$ cat src/rtl/stream_join.sv
// Two-input AXI-stream join: one beat from a and one from b become one {b, a} beat on c.
// Optional STREAM_JOIN_LAST_EN adds last-flag buffering, c_last and a sticky last_err.
module stream_join #(
  parameter int DATA_WD = 32
) (
  input  logic                   clk,
  input  logic                   rst,
  input  logic [DATA_WD-1:0]     a_data,
  input  logic                   a_valid,
  output logic                   a_ready,
  input  logic [DATA_WD-1:0]     b_data,
  input  logic                   b_valid,
  output logic                   b_ready,
`ifdef STREAM_JOIN_LAST_EN
  input  logic                   a_last,
  input  logic                   b_last,
  output logic                   c_last,
  output logic                   last_err,
`endif
  output logic [2*DATA_WD-1:0]   c_data,
  output logic                   c_valid,
  input  logic                   c_ready
);

  logic [DATA_WD-1:0] a_buf;
  logic [DATA_WD-1:0] b_buf;
  logic               a_full;
  logic               b_full;
  logic               c_free;
  logic               do_join;
  logic               a_cap;
  logic               b_cap;

  // A full buffer reopens in the same cycle it is drained by a join, so
  // c_ready reaches a_ready/b_ready combinationally.
  assign c_free  = !c_valid || c_ready;
  assign do_join = a_full && b_full && c_free;
  assign a_ready = !a_full || do_join;
  assign b_ready = !b_full || do_join;
  assign a_cap   = a_valid && a_ready;
  assign b_cap   = b_valid && b_ready;

  // Input holding stage: each side buffers independently of the other.
  always_ff @(posedge clk) begin
    if (rst) begin
      a_full <= 1'b0;
      a_buf  <= '0;
    end else if (a_cap) begin
      a_full <= 1'b1;
      a_buf  <= a_data;
    end else if (do_join) begin
      a_full <= 1'b0;
    end
  end

  always_ff @(posedge clk) begin
    if (rst) begin
      b_full <= 1'b0;
      b_buf  <= '0;
    end else if (b_cap) begin
      b_full <= 1'b1;
      b_buf  <= b_data;
    end else if (do_join) begin
      b_full <= 1'b0;
    end
  end

  // Output register stage: c_data is only loaded on a join, so it holds while stalled.
  always_ff @(posedge clk) begin
    if (rst) begin
      c_valid <= 1'b0;
      c_data  <= '0;
    end else if (do_join) begin
      c_valid <= 1'b1;
      c_data  <= {b_buf, a_buf};
    end else if (c_ready) begin
      c_valid <= 1'b0;
    end
  end

`ifdef STREAM_JOIN_LAST_EN
  logic a_last_buf;
  logic b_last_buf;

  always_ff @(posedge clk) begin
    if (rst) begin
      a_last_buf <= 1'b0;
      b_last_buf <= 1'b0;
      c_last     <= 1'b0;
      last_err   <= 1'b0;
    end else begin
      if (a_cap) a_last_buf <= a_last;
      if (b_cap) b_last_buf <= b_last;
      if (do_join) begin
        c_last <= a_last_buf && b_last_buf;
        if (a_last_buf != b_last_buf) last_err <= 1'b1;
      end
    end
  end
`endif

endmodule
$ cat config.mk
export PLATFORM = sky130hd
export DESIGN_NAME = stream_join
export DESIGN_NICKNAME = d
export VERILOG_FILES = /design/src/rtl/stream_join.sv
export SDC_FILE = /design/constraint.sdc
export NUM_CORES = 1
export LEC_CHECK = 0
export BUFFER_PORTS_ARGS = -buffer_cell sky130_fd_sc_hd__buf_2
export CAP_MARGIN = 20
export CORE_UTILIZATION = 50
export CTS_CLUSTER_SIZE = 40
export DETAILED_ROUTE_END_ITERATION = 6
export PLACE_DENSITY = 0.88
export SYNTH_ARGS = -nofsm -noshare
export SYNTH_HDL_FRONTEND = slang
export SYNTH_SLANG_ARGS = --single-unit
$ cat constraint.sdc
create_clock -name clk -period 2.21 [get_ports clk]
set_input_delay 0.3315 -clock clk [delete_from_list [all_inputs] [get_ports clk]]
set_output_delay 0.3315 -clock clk [all_outputs]
set_load 0.02 [all_outputs]
==> results of run 1 <==
-- metal layers --
metal  part of all wire  track usage  vias up
met4              0.014      0.07632        0
met2               0.49       0.3700      156
met1               0.43       0.2857     2119
li1                   -            -     2211
met3              0.069      0.07112       18
met5                  0            0        -
-- registers in the layout, summed over array words and instances, names as in the netlist --
name     count
b_full       1
c_data      64
a_full       1
c_valid      1
b_buf       32
a_buf       32
-- stage by stage --
step / hold slack [ns] / utilization / cell area [um2] / power, W / cells
2_1_floorplan: 0.4442 / - / 5502 / 0.002970 / 585
3_3_place_gp: 0.4499 / 0.5788 / 6082 / 0.003067 / 810
3_5_place_dp: 0.4576 / 0.5788 / 6082 / 0.003092 / 810
4_1_cts: 0.04798 / 0.6408 / 6734 / 0.006139 / 842
5_1_grt: 0.05703 / 0.6421 / 6748 / 0.006301 / 842
6_report: 0.06860 / 0.6421 / 6748 / 0.006099 / 842
-- cells by family after synthesis --
group                  count (synthesis)  share of synthesized area
AND/OR/NAND/NOR                      198                     0.2108
AO/OA/AOI/OAI                        135                     0.1283
flip-flops                           131                     0.4767
multiplexers                          64                     0.1164
buffers and inverters                 57                    0.06777
-- worst paths after layout --
check | start | endpoint
setup / recovery | b_full$_SDFFE_PP0P_ | a_buf[2]$_SDFFE_PP0P_
hold / removal | a_data[31] | a_buf[31]$_SDFFE_PP0P_
setup reg to reg | b_full$_SDFFE_PP0P_ | a_buf[2]$_SDFFE_PP0P_
hold reg to reg | b_buf[6]$_SDFFE_PP0P_ | c_data[38]$_SDFFE_PP0P_
-- worst max-delay path: cells and delay by family, from the launching register on --
family	cells	cell delay, ns
flops	1	0.47
simple gates	1	0.16
mux	1	0.22
compound gates	1	0.81
buf+inv	1	0.34
-- Yosys cell counts, drive strengths merged --
master / number / share of area
nand2b: 128 / 0.15
o22ai: 2 / 0.0073
nand3: 64 / 0.058
a21oi: 67 / 0.061
clkbuf: 24 / 0.017
o21ai: 66 / 0.060
inv: 2 / 0.0014
or2b: 1 / 0.0014
nand2: 3 / 0.0020
and2: 1 / 0.0011
dfxtp: 131 / 0.48
nor2b: 1 / 0.0025
buf: 31 / 0.050
mux2i: 64 / 0.12
-- final cells by class --
class                   count  share of cell area
clock buffers              20             0.06601
repair buffers            144              0.1161
multi-input cells         397              0.3729
clock inverters            12             0.03004
flip-flops and latches    131              0.3887
well taps                 136             0.02522
inverters                   2            0.001113
-- report_power, final --
| group | internal, W | total (W) | switching (W) | leakage (nW) |
|---|---|---|---|---|
| logic | 0.000230 | 0.000505 | 0.000276 | 1.46 |
| clock network | 0.00201 | 0.00305 | 0.00104 | 0.304 |
| registers | 0.00248 | 0.00254 | 0.0000666 | 1.07 |
-- repair_timing --
action                     in CTS  in global routing
pin swaps                       0                  0
cloned                          0                  0
setup endpoints to repair       1                  2
resized for setup               1                  4
==> impl_metrics.py, run 1 <==
metrics = {
    "yosys": {
        "avgSynthCellArea_um2": 9.404,
        "post_synthesis_cell_type_count": 19,
        "register_bit_count_reported_by_yosys": 131,
        "syn-num-nets": 654,
        "synth-warning-count": 0,
        "synth_sequential_area_ratio": 0.4767,
        "netlist_area_mm2": 0.005502,
        "netlist_instances": 585,
    },
    "sta": {
        "setup_viol": 0,
        "post-route-period-util": 0.9464,
        "maxSlewViolCount": 0,
        "timing.slew.headroom": 0.2443,
        "grt_setup_unrepaired": "false",
        "final-hold-violation-count": 0,
        "fin_setup_tns_ns": 0,
        "peak_freq_mhz": 478.1,
        "postLayoutSetupSlackWorst_ns": 0.1184,
        "finalCriticalPeriod_ns": 2.092,
        "fin_skew_ns": 0.006461,
        "max_slew.worst_pin.slew_ns": 1.134,
    },
    "run_status": {
        "run_status": "completed",
    },
    "setup_path": {
        "critPathCaptureType": "flop",
        "criticalPathCategory": "flop to flop",
        "reg2reg_depth": 4,
        "cp.required_ns": 2.66,
        "timing.critical_path.fanout_max": 25,
        "crit_slowest_cell": "o22ai_4",
        "critical_path.startpoint_type": "flop",
        "reg2reg_slack_ns": 0.12,
        "timing.critical_path.cells": "nand2_1 -> o22ai_4 -> buf_4 -> mux2i_1",
        "critical-path-max-stage-delay_ns": 0.81,
        "cp_data_arrival_time_ns": 2.54,
    },
    "placed_design": {
        "dpl_worst_slack_ns": 0.1606,
        "dp_hpwl_um": 7868,
        "numPortBuffers": 135,
        "routabilityCongestion": 0.7719,
    },
    "finish": {
        "layout-drive-gt1-share": 0.2564,
        "n_antenna_cell": 0,
        "most_used_cells_in_the_layout_excluding_fill_and_tap_cells": "134 x buf_2, 131 x dfxtp_1, 128 x nand2b_1",
        "leading_cell_type_in_the_layout_fill_and_taps_excluded": "buf_2",
        "fillCellCount": 833,
        "area_growth_syn_to_layout_pct": 22.65,
        "multiInputGateArea_mm2": 0.002516,
        "finalNetCount": 762,
        "ff_latch_area_mm2": 0.002623,
    },
    "clock_network": {
        "clock_input_transition_at_the_sequential_cells_of_the_worst_setup_and_hold_paths_ns": 0.06,
        "cts_root_buf": "clkbuf_8",
        "cts_made_buffers": 17,
        "clkSinkCount": 131,
        "tritoncts_clock_tree": "yes",
        "number_of_h_tree_branching_levels": 4,
        "hold_buffers": 0,
        "cts_setup_buffers": 0,
        "clock_insertion_delay_worst_skew_ns": 0.53,
        "clock_tree.buffer_depth": 2,
    },
    "route": {
        "firstDrtPassIters": 5,
        "detail_route.drc_violations": 0,
        "routed_wire_length_per_instance_um": 14.96,
        "dr.first_iter.drc_count": 316,
        "final_antenna_net_count": 0,
        "avgViaCountPerCell": 5.349,
        "route.vias.total": 4504,
        "route.final.wire_length_um": 12600,
    },
    "global_route": {
        "grt_max_degree": 196,
        "grt_overflow": 0,
        "first_global_vias": 4237,
        "number_of_antenna_violations_at_the_first_check_in_global_routing": 0,
        "grt_first_pass_wirelength_um": 20210,
        "grtUsageTotal": 0.2276,
    },
    "floorplan": {
        "initial_core_utilization": 0.5235,
        "y_dimension_of_the_die_um": 106.9,
        "fp-row-count": 37,
        "die_x_um": 106.9,
        "coreArea_mm2": 0.01051,
        "io_pins": 136,
        "floorplan.die_area_mm2": 0.01143,
    },
    "power_and_ir_drop": {
        "powerDensity_mw_per_mm2": 903.9,
        "peakVddDrop_mv": 0.4129,
        "static-leakage-power_nw": 2.836,
    },
    "worst_hold_path": {
        "min-delay-path-class": "primary input to flop",
        "whs_path_depth": 3,
    },
    "run": {
        "max_cap_violations": 0,
    },
}
(Power assumes the default switching activity.)
==> inputs of run 2 (changes only) <==
--- a/config.mk
+++ b/config.mk
@@ -5,6 +5,7 @@
 export SDC_FILE = /design/constraint.sdc
 export NUM_CORES = 1
 export LEC_CHECK = 0
+export ABC_AREA = 1
 export BUFFER_PORTS_ARGS = -buffer_cell sky130_fd_sc_hd__buf_2
 export CAP_MARGIN = 20
 export CORE_UTILIZATION = 50
==> impl_metrics.py, run 2 <==
metrics = {
    "floorplan": {
        "io_pins": 136,
        "initial_core_utilization": 0.5212,
        "y_dimension_of_the_die_um": 103.6,
        "fp-row-count": 36,
        "die_x_um": 103.6,
        "floorplan.die_area_mm2": 0.01074,
        "coreArea_mm2": 0.009910,
    },
    "route": {
        "route.final.wire_length_um": 11470,
        "firstDrtPassIters": 7,
        "dr.first_iter.drc_count": 189,
        "avgViaCountPerCell": 4.851,
        "final_antenna_net_count": 0,
        "route.vias.total": 4696,
        "detail_route.drc_violations": 0,
        "routed_wire_length_per_instance_um": 11.85,
    },
    "sta": {
        "finalCriticalPeriod_ns": 2.006,
        "grt_setup_unrepaired": "false",
        "fin_skew_ns": 0.006184,
        "fin_setup_tns_ns": 0,
        "setup_viol": 0,
        "timing.slew.headroom": 0.6098,
        "post-route-period-util": 0.9078,
        "peak_freq_mhz": 498.5,
        "max_slew.worst_pin.slew_ns": 0.5853,
        "final-hold-violation-count": 0,
        "maxSlewViolCount": 0,
    },
    "setup_path": {
        "critical_path.startpoint_type": "flop",
        "critical-path-max-stage-delay_ns": 0.37,
        "timing.critical_path.cells": "nand2_1 -> inv_2 -> nand2_4 -> nand2_2 -> buf_2",
        "critical_path_buf_inv_count": 2,
        "crit_slowest_cell": "dfxtp_1",
        "cp.required_ns": 1.88,
        "cp_data_arrival_time_ns": 1.67,
        "critPathCaptureType": "primary output",
        "criticalPathCategory": "flop to primary output",
        "timing.critical_path.fanout_max": 19,
        "cpLargestDelayFamily": "simple AND/OR/NAND/NOR gates",
    },
    "global_route": {
        "grt_max_degree": 67,
        "grtUsageTotal": 0.2232,
        "number_of_antenna_violations_at_the_first_check_in_global_routing": 0,
        "grt_overflow": 0,
        "grt_first_pass_wirelength_um": 19350,
        "first_global_vias": 4204,
    },
    "finish": {
        "regMostFlops": "c_data",
        "largest_register_ff_count": 64,
        "leading_cell_type_in_the_layout_fill_and_taps_excluded": "nor2_1",
        "layout-drive-gt1-share": 0.2204,
        "area_growth_syn_to_layout_pct": 24.49,
        "final_cell_area_mm2": 0.006430,
        "post-route-util": 0.6489,
        "fillCellCount": 865,
        "n_antenna_cell": 0,
        "finalNetCount": 892,
        "most_used_cells_in_the_layout_excluding_fill_and_tap_cells": "192 x nor2_1, 135 x buf_2, 131 x dfxtp_1",
        "biggest_regs": "c_data: 64 flops, a_buf: 32 flops, b_buf: 32 flops",
    },
    "clock_network": {
        "cts_made_buffers": 17,
        "count_of_cells_resized_by_post_cts_repair": 0,
        "clock_input_transition_at_the_sequential_cells_of_the_worst_setup_and_hold_paths_ns": 0.06,
        "clkSinkCount": 131,
        "clock_insertion_delay_worst_skew_ns": 0.50,
        "cts_setup_buffers": 0,
        "hold_buffers": 0,
        "cts_root_buf": "clkbuf_8",
        "number_of_h_tree_branching_levels": 4,
        "clock_tree.buffer_depth": 2,
        "tritoncts_clock_tree": "yes",
    },
    "worst_hold_path": {
        "min-delay-path-class": "primary input to flop",
    },
    "yosys": {
        "avgSynthCellArea_um2": 7.254,
        "synth-warning-count": 0,
        "ys_dominant_reg_cell": "dfxtp_1",
        "post_synthesis_cell_type_count": 16,
        "count_of_flip_flops_with_a_built_in_enable_after_synthesis": 0,
        "netlist_instances": 712,
        "syn-num-nets": 781,
        "synth_area_leaders": "dfxtp_1 51%, nor2_1 14%, a21oi_1 6.5%",
        "synth-async-reset-ratio": 0,
        "synth_largest_area_cell": "dfxtp_1",
        "netlist_area_mm2": 0.005165,
        "dominant_cell_by_count_in_the_synthesized_netlist": "nor2_1",
        "synth_top_area_share": 0.5078,
        "register_bit_count_reported_by_yosys": 131,
        "synth_commonest_cells": "192 x nor2_1, 131 x dfxtp_1, 68 x inv_1",
        "synth_sequential_area_ratio": 0.5078,
    },
    "placed_design": {
        "dp_hpwl_um": 7372,
        "numPortBuffers": 135,
        "placed_instance_area_mm2": 0.005837,
        "routabilityCongestion": 0.7852,
    },
    "run_status": {
        "run_status": "completed",
    },
    "power_and_ir_drop": {
        "powerDensity_mw_per_mm2": 949.8,
        "static-leakage-power_nw": 3.221,
        "peakVddDrop_mv": 0.5731,
    },
    "run": {
        "max_cap_violations": 0,
    },
}
-- run 2: cell count changes in the layout (fill, tap and decap cells not counted), sizes merged, moves of 3 or more --
| cell | change |
|---|---|
| mux2i | -64 |
| nand2b | -128 |
| nand2 | +66 |
| buf | +3 |
| inv | +70 |
| nor2 | +192 |
| clkinv | +3 |
| clkbuf | -3 |
-- run 2: cell type report --
type | instances | area [um2] | share of cell area
sequential | 131 | 2623 | 0.4079
multi-input combinational | 456 | 1968 | 0.3061
timing repair buffer | 147 | 815.8 | 0.1269
clock buffer | 17 | 414.1 | 0.06441
inverter | 70 | 264.0 | 0.04106
clock inverter | 14 | 178.9 | 0.02783
tap | 133 | 166.4 | 0.02588
-- run 2: cells by family (layout without fill, tap and decap cells) --
kind of cell,count (synthesis),in the layout,synth area share
flops,131,131,0.5078
simple gates,325,325,0.2541
buf+inv,125,248,0.1112
compound gates,131,131,0.1269
-- run 2: routing by layer --
metal / part of all wire / vias up / track usage
met5: 0 / - / 0
met4: 0.014 / 0 / 0.08282
met3: 0.051 / 12 / 0.05475
met2: 0.50 / 151 / 0.3830
met1: 0.44 / 2074 / 0.2698
li1: - / 2459 / -
-- run 2: power by group --
group | switching (W) | internal [W] | leakage, nW
Sequential | 0.0000828 | 0.00253 | 1.08
Clock | 0.00105 | 0.00173 | 0.282
Combinational | 0.000446 | 0.000272 | 1.86
Total | 0.00158 | 0.00453 | 3.22
-- run 2: worst reg2reg max path: stages (launching register included) --
cell	delay, ns
dfxtp_1	0.37
nand2_1	0.10
inv_2	0.07
nand2_4	0.13
nand2_2	0.27
buf_4	0.31
nand3_1	0.11
nand2_1	0.08
nor2_1	0.04
-- run 2: worst paths after layout --
check,start,to,slack (ns),cells after the start
setup / recovery,a_full$_SDFFE_PP0P_,a_ready,0.20,5
hold / removal,rst,a_full$_SDFFE_PP0P_,0.07,2
setup reg to reg,a_full$_SDFFE_PP0P_,a_buf[30]$_SDFFE_PP0P_,0.62,8
hold reg to reg,b_buf[0]$_SDFFE_PP0P_,b_buf[0]$_SDFFE_PP0P_,0.47,2
-- run 2: per-stage QoR --
| step | setup slack (ns) | instances | hold slack (ns) | total power, W |
|---|---|---|---|---|
| floorplan | 0.8897 | 712 | 0.4006 | 0.003172 |
| global placement | 0.5655 | 937 | 0.4536 | 0.003356 |
| detailed placement | 0.5384 | 937 | 0.4617 | 0.003376 |
| CTS | 0.1907 | 968 | 0.04805 | 0.006150 |
| global route | 0.09064 | 968 | 0.04266 | 0.006390 |
| finish | 0.2038 | 968 | 0.06951 | 0.006107 |
==> inputs of run 3 (changes only) <==
--- a/config.mk
+++ b/config.mk
@@ -8,6 +8,7 @@
 export ABC_AREA = 1
 export BUFFER_PORTS_ARGS = -buffer_cell sky130_fd_sc_hd__buf_2
 export CAP_MARGIN = 20
+export CORE_ASPECT_RATIO = 1.4
 export CORE_UTILIZATION = 50
 export CTS_CLUSTER_SIZE = 40
 export DETAILED_ROUTE_END_ITERATION = 6
==> impl_metrics.py, run 3 (synthesized netlist as in run 2, its figures left out) <==
metrics = {
    "setup_path": {
        "cp_data_arrival_time_ns": 1.67,
        "critPathCaptureType": "primary output",
        "cpLargestDelayFamily": "simple AND/OR/NAND/NOR gates",
        "crit_slowest_cell": "dfxtp_1",
        "timing.critical_path.fanout_max": 22,
        "cp.required_ns": 1.88,
        "timing.critical_path.cells": "nand2_1 -> nand2_4 -> nand2_2 -> buf_2",
        "critical_path_buf_inv_count": 1,
        "critical-path-max-stage-delay_ns": 0.33,
        "critical_path.startpoint_type": "flop",
        "reg2reg_depth": 6,
        "timing.critical_path.depth": 4,
        "criticalPathCategory": "flop to primary output",
    },
    "power_and_ir_drop": {
        "totalPowerFinal_w": 0.006093,
        "peakVddDrop_mv": 0.5792,
        "static-leakage-power_nw": 3.222,
        "powerDensity_mw_per_mm2": 947.0,
    },
    "sta": {
        "peak_freq_mhz": 500.4,
        "fin_skew_ns": 0.009588,
        "timing.slew.headroom": 0.5782,
        "grt_setup_unrepaired": "false",
        "post-route-period-util": 0.9043,
        "maxSlewViolCount": 0,
        "setup_viol": 0,
        "max_slew.worst_pin.slew_ns": 0.6327,
        "finalCriticalPeriod_ns": 1.999,
        "final-hold-violation-count": 0,
        "fin_setup_tns_ns": 0,
        "postLayoutSetupSlackWorst_ns": 0.2114,
    },
    "clock_network": {
        "clock_insertion_delay_worst_skew_ns": 0.41,
        "cts_root_buf": "clkbuf_16",
        "cts_made_buffers": 17,
        "clock_input_transition_at_the_sequential_cells_of_the_worst_setup_and_hold_paths_ns": 0.05,
        "hold_buffers": 0,
        "cts_setup_buffers": 0,
        "count_of_cells_resized_by_post_cts_repair": 0,
        "clock_tree.buffer_depth": 2,
        "number_of_h_tree_branching_levels": 4,
        "tritoncts_clock_tree": "yes",
        "clkSinkCount": 131,
    },
    "finish": {
        "layout-drive-gt1-share": 0.2149,
        "leading_cell_type_in_the_layout_fill_and_taps_excluded": "nor2_1",
        "regMostFlops": "c_data",
        "n_antenna_cell": 0,
        "fillCellCount": 896,
        "area_growth_syn_to_layout_pct": 24.56,
        "most_used_cells_in_the_layout_excluding_fill_and_tap_cells": "192 x nor2_1, 135 x buf_2, 131 x dfxtp_1",
        "finalNetCount": 890,
        "post-route-util": 0.6464,
        "biggest_regs": "c_data: 64 flops, a_buf: 32 flops, b_buf: 32 flops",
        "largest_register_ff_count": 64,
        "final_cell_area_mm2": 0.006434,
    },
    "placed_design": {
        "routabilityCongestion": 0.7542,
        "dpl_worst_slack_ns": 0.2289,
        "numPortBuffers": 135,
        "dp_hpwl_um": 7076,
        "placed_instance_area_mm2": 0.005829,
    },
    "global_route": {
        "grt_first_pass_wirelength_um": 18310,
        "global_route.peak_usage_layer": "met2",
        "grt_max_degree": 66,
        "groute.layer.met3.usage": 0.04707,
        "use_met1": 0.2637,
        "globalRouteMet2Util": 0.3760,
        "grtUsageTotal": 0.2222,
        "first_global_vias": 4012,
        "number_of_antenna_violations_at_the_first_check_in_global_routing": 0,
        "grt_overflow": 0,
    },
    "route": {
        "detail_route.drc_violations": 0,
        "route.vias.total": 4625,
        "routed_wire_length_per_instance_um": 11.79,
        "final_antenna_net_count": 0,
        "avgViaCountPerCell": 4.778,
        "firstDrtPassIters": 4,
        "route.final.wire_length_um": 11420,
        "dr.first_iter.drc_count": 210,
    },
    "floorplan": {
        "floorplan.die_area_mm2": 0.01075,
        "coreArea_mm2": 0.009953,
        "io_pins": 136,
        "fp-row-count": 43,
        "y_dimension_of_the_die_um": 122.3,
        "initial_core_utilization": 0.5189,
        "die_x_um": 87.90,
    },
    "run_status": {
        "run_status": "completed",
    },
    "worst_hold_path": {
        "whs_path_depth": 2,
        "min-delay-path-class": "primary input to flop",
    },
    "run": {
        "max_cap_violations": 0,
    },
}
-- run 3: cell count changes in the layout (fill, tap and decap cells not counted) --
cell        delta
clkbuf_1       +3
buf_12         +2
clkinv_2       +3
clkinvlp_4     -1
inv_6          -4
clkbuf_16      +1
buf_4          -4
clkinv_4       -2
-- run 3: layer usage --
metal / part of all wire / wire, um
met1: 0.42 / 4777
met2: 0.52 / 5906
met3: 0.043 / 496
met4: 0.021 / 236
met5: 0 / 0
-- run 3: report_power, final --
part           total, W  leakage, nW  internal, W  switching [W]
Combinational  0.000726         1.86     0.000276       0.000450
Sequential      0.00261         1.08      0.00253      0.0000768
Clock           0.00276        0.283      0.00179       0.000971
-- run 3: path summary, 6_finish.rpt --
check	from	end	slack, ns
hold / removal	rst	a_full$_SDFFE_PP0P_	0.15
setup / recovery	c_valid$_SDFFE_PP0P_	a_ready	0.21
setup reg to reg	c_valid$_SDFFE_PP0P_	c_data[52]$_SDFFE_PP0P_	0.54
hold reg to reg	c_data[8]$_SDFFE_PP0P_	c_data[8]$_SDFFE_PP0P_	0.47
-- run 3: through the flow --
stage / cells / hold slack (ns)
floorplan: 712 / 0.4006
global placement: 936 / 0.4540
detailed placement: 936 / 0.4618
CTS: 967 / 0.1369
global route: 968 / 0.1612
finish: 968 / 0.1494
-- run 3: area by class of cell --
class / count / area [um2] / share of cell area
Multi-Input combinational cell: 456 / 1968 / 0.3059
Clock buffer: 21 / 450.4 / 0.07001
Timing Repair Buffer: 145 / 825.8 / 0.1284
Clock inverter: 10 / 133.9 / 0.02081
Tap cell: 135 / 168.9 / 0.02625
Inverter: 70 / 264.0 / 0.04103
Sequential cell: 131 / 2623 / 0.4076
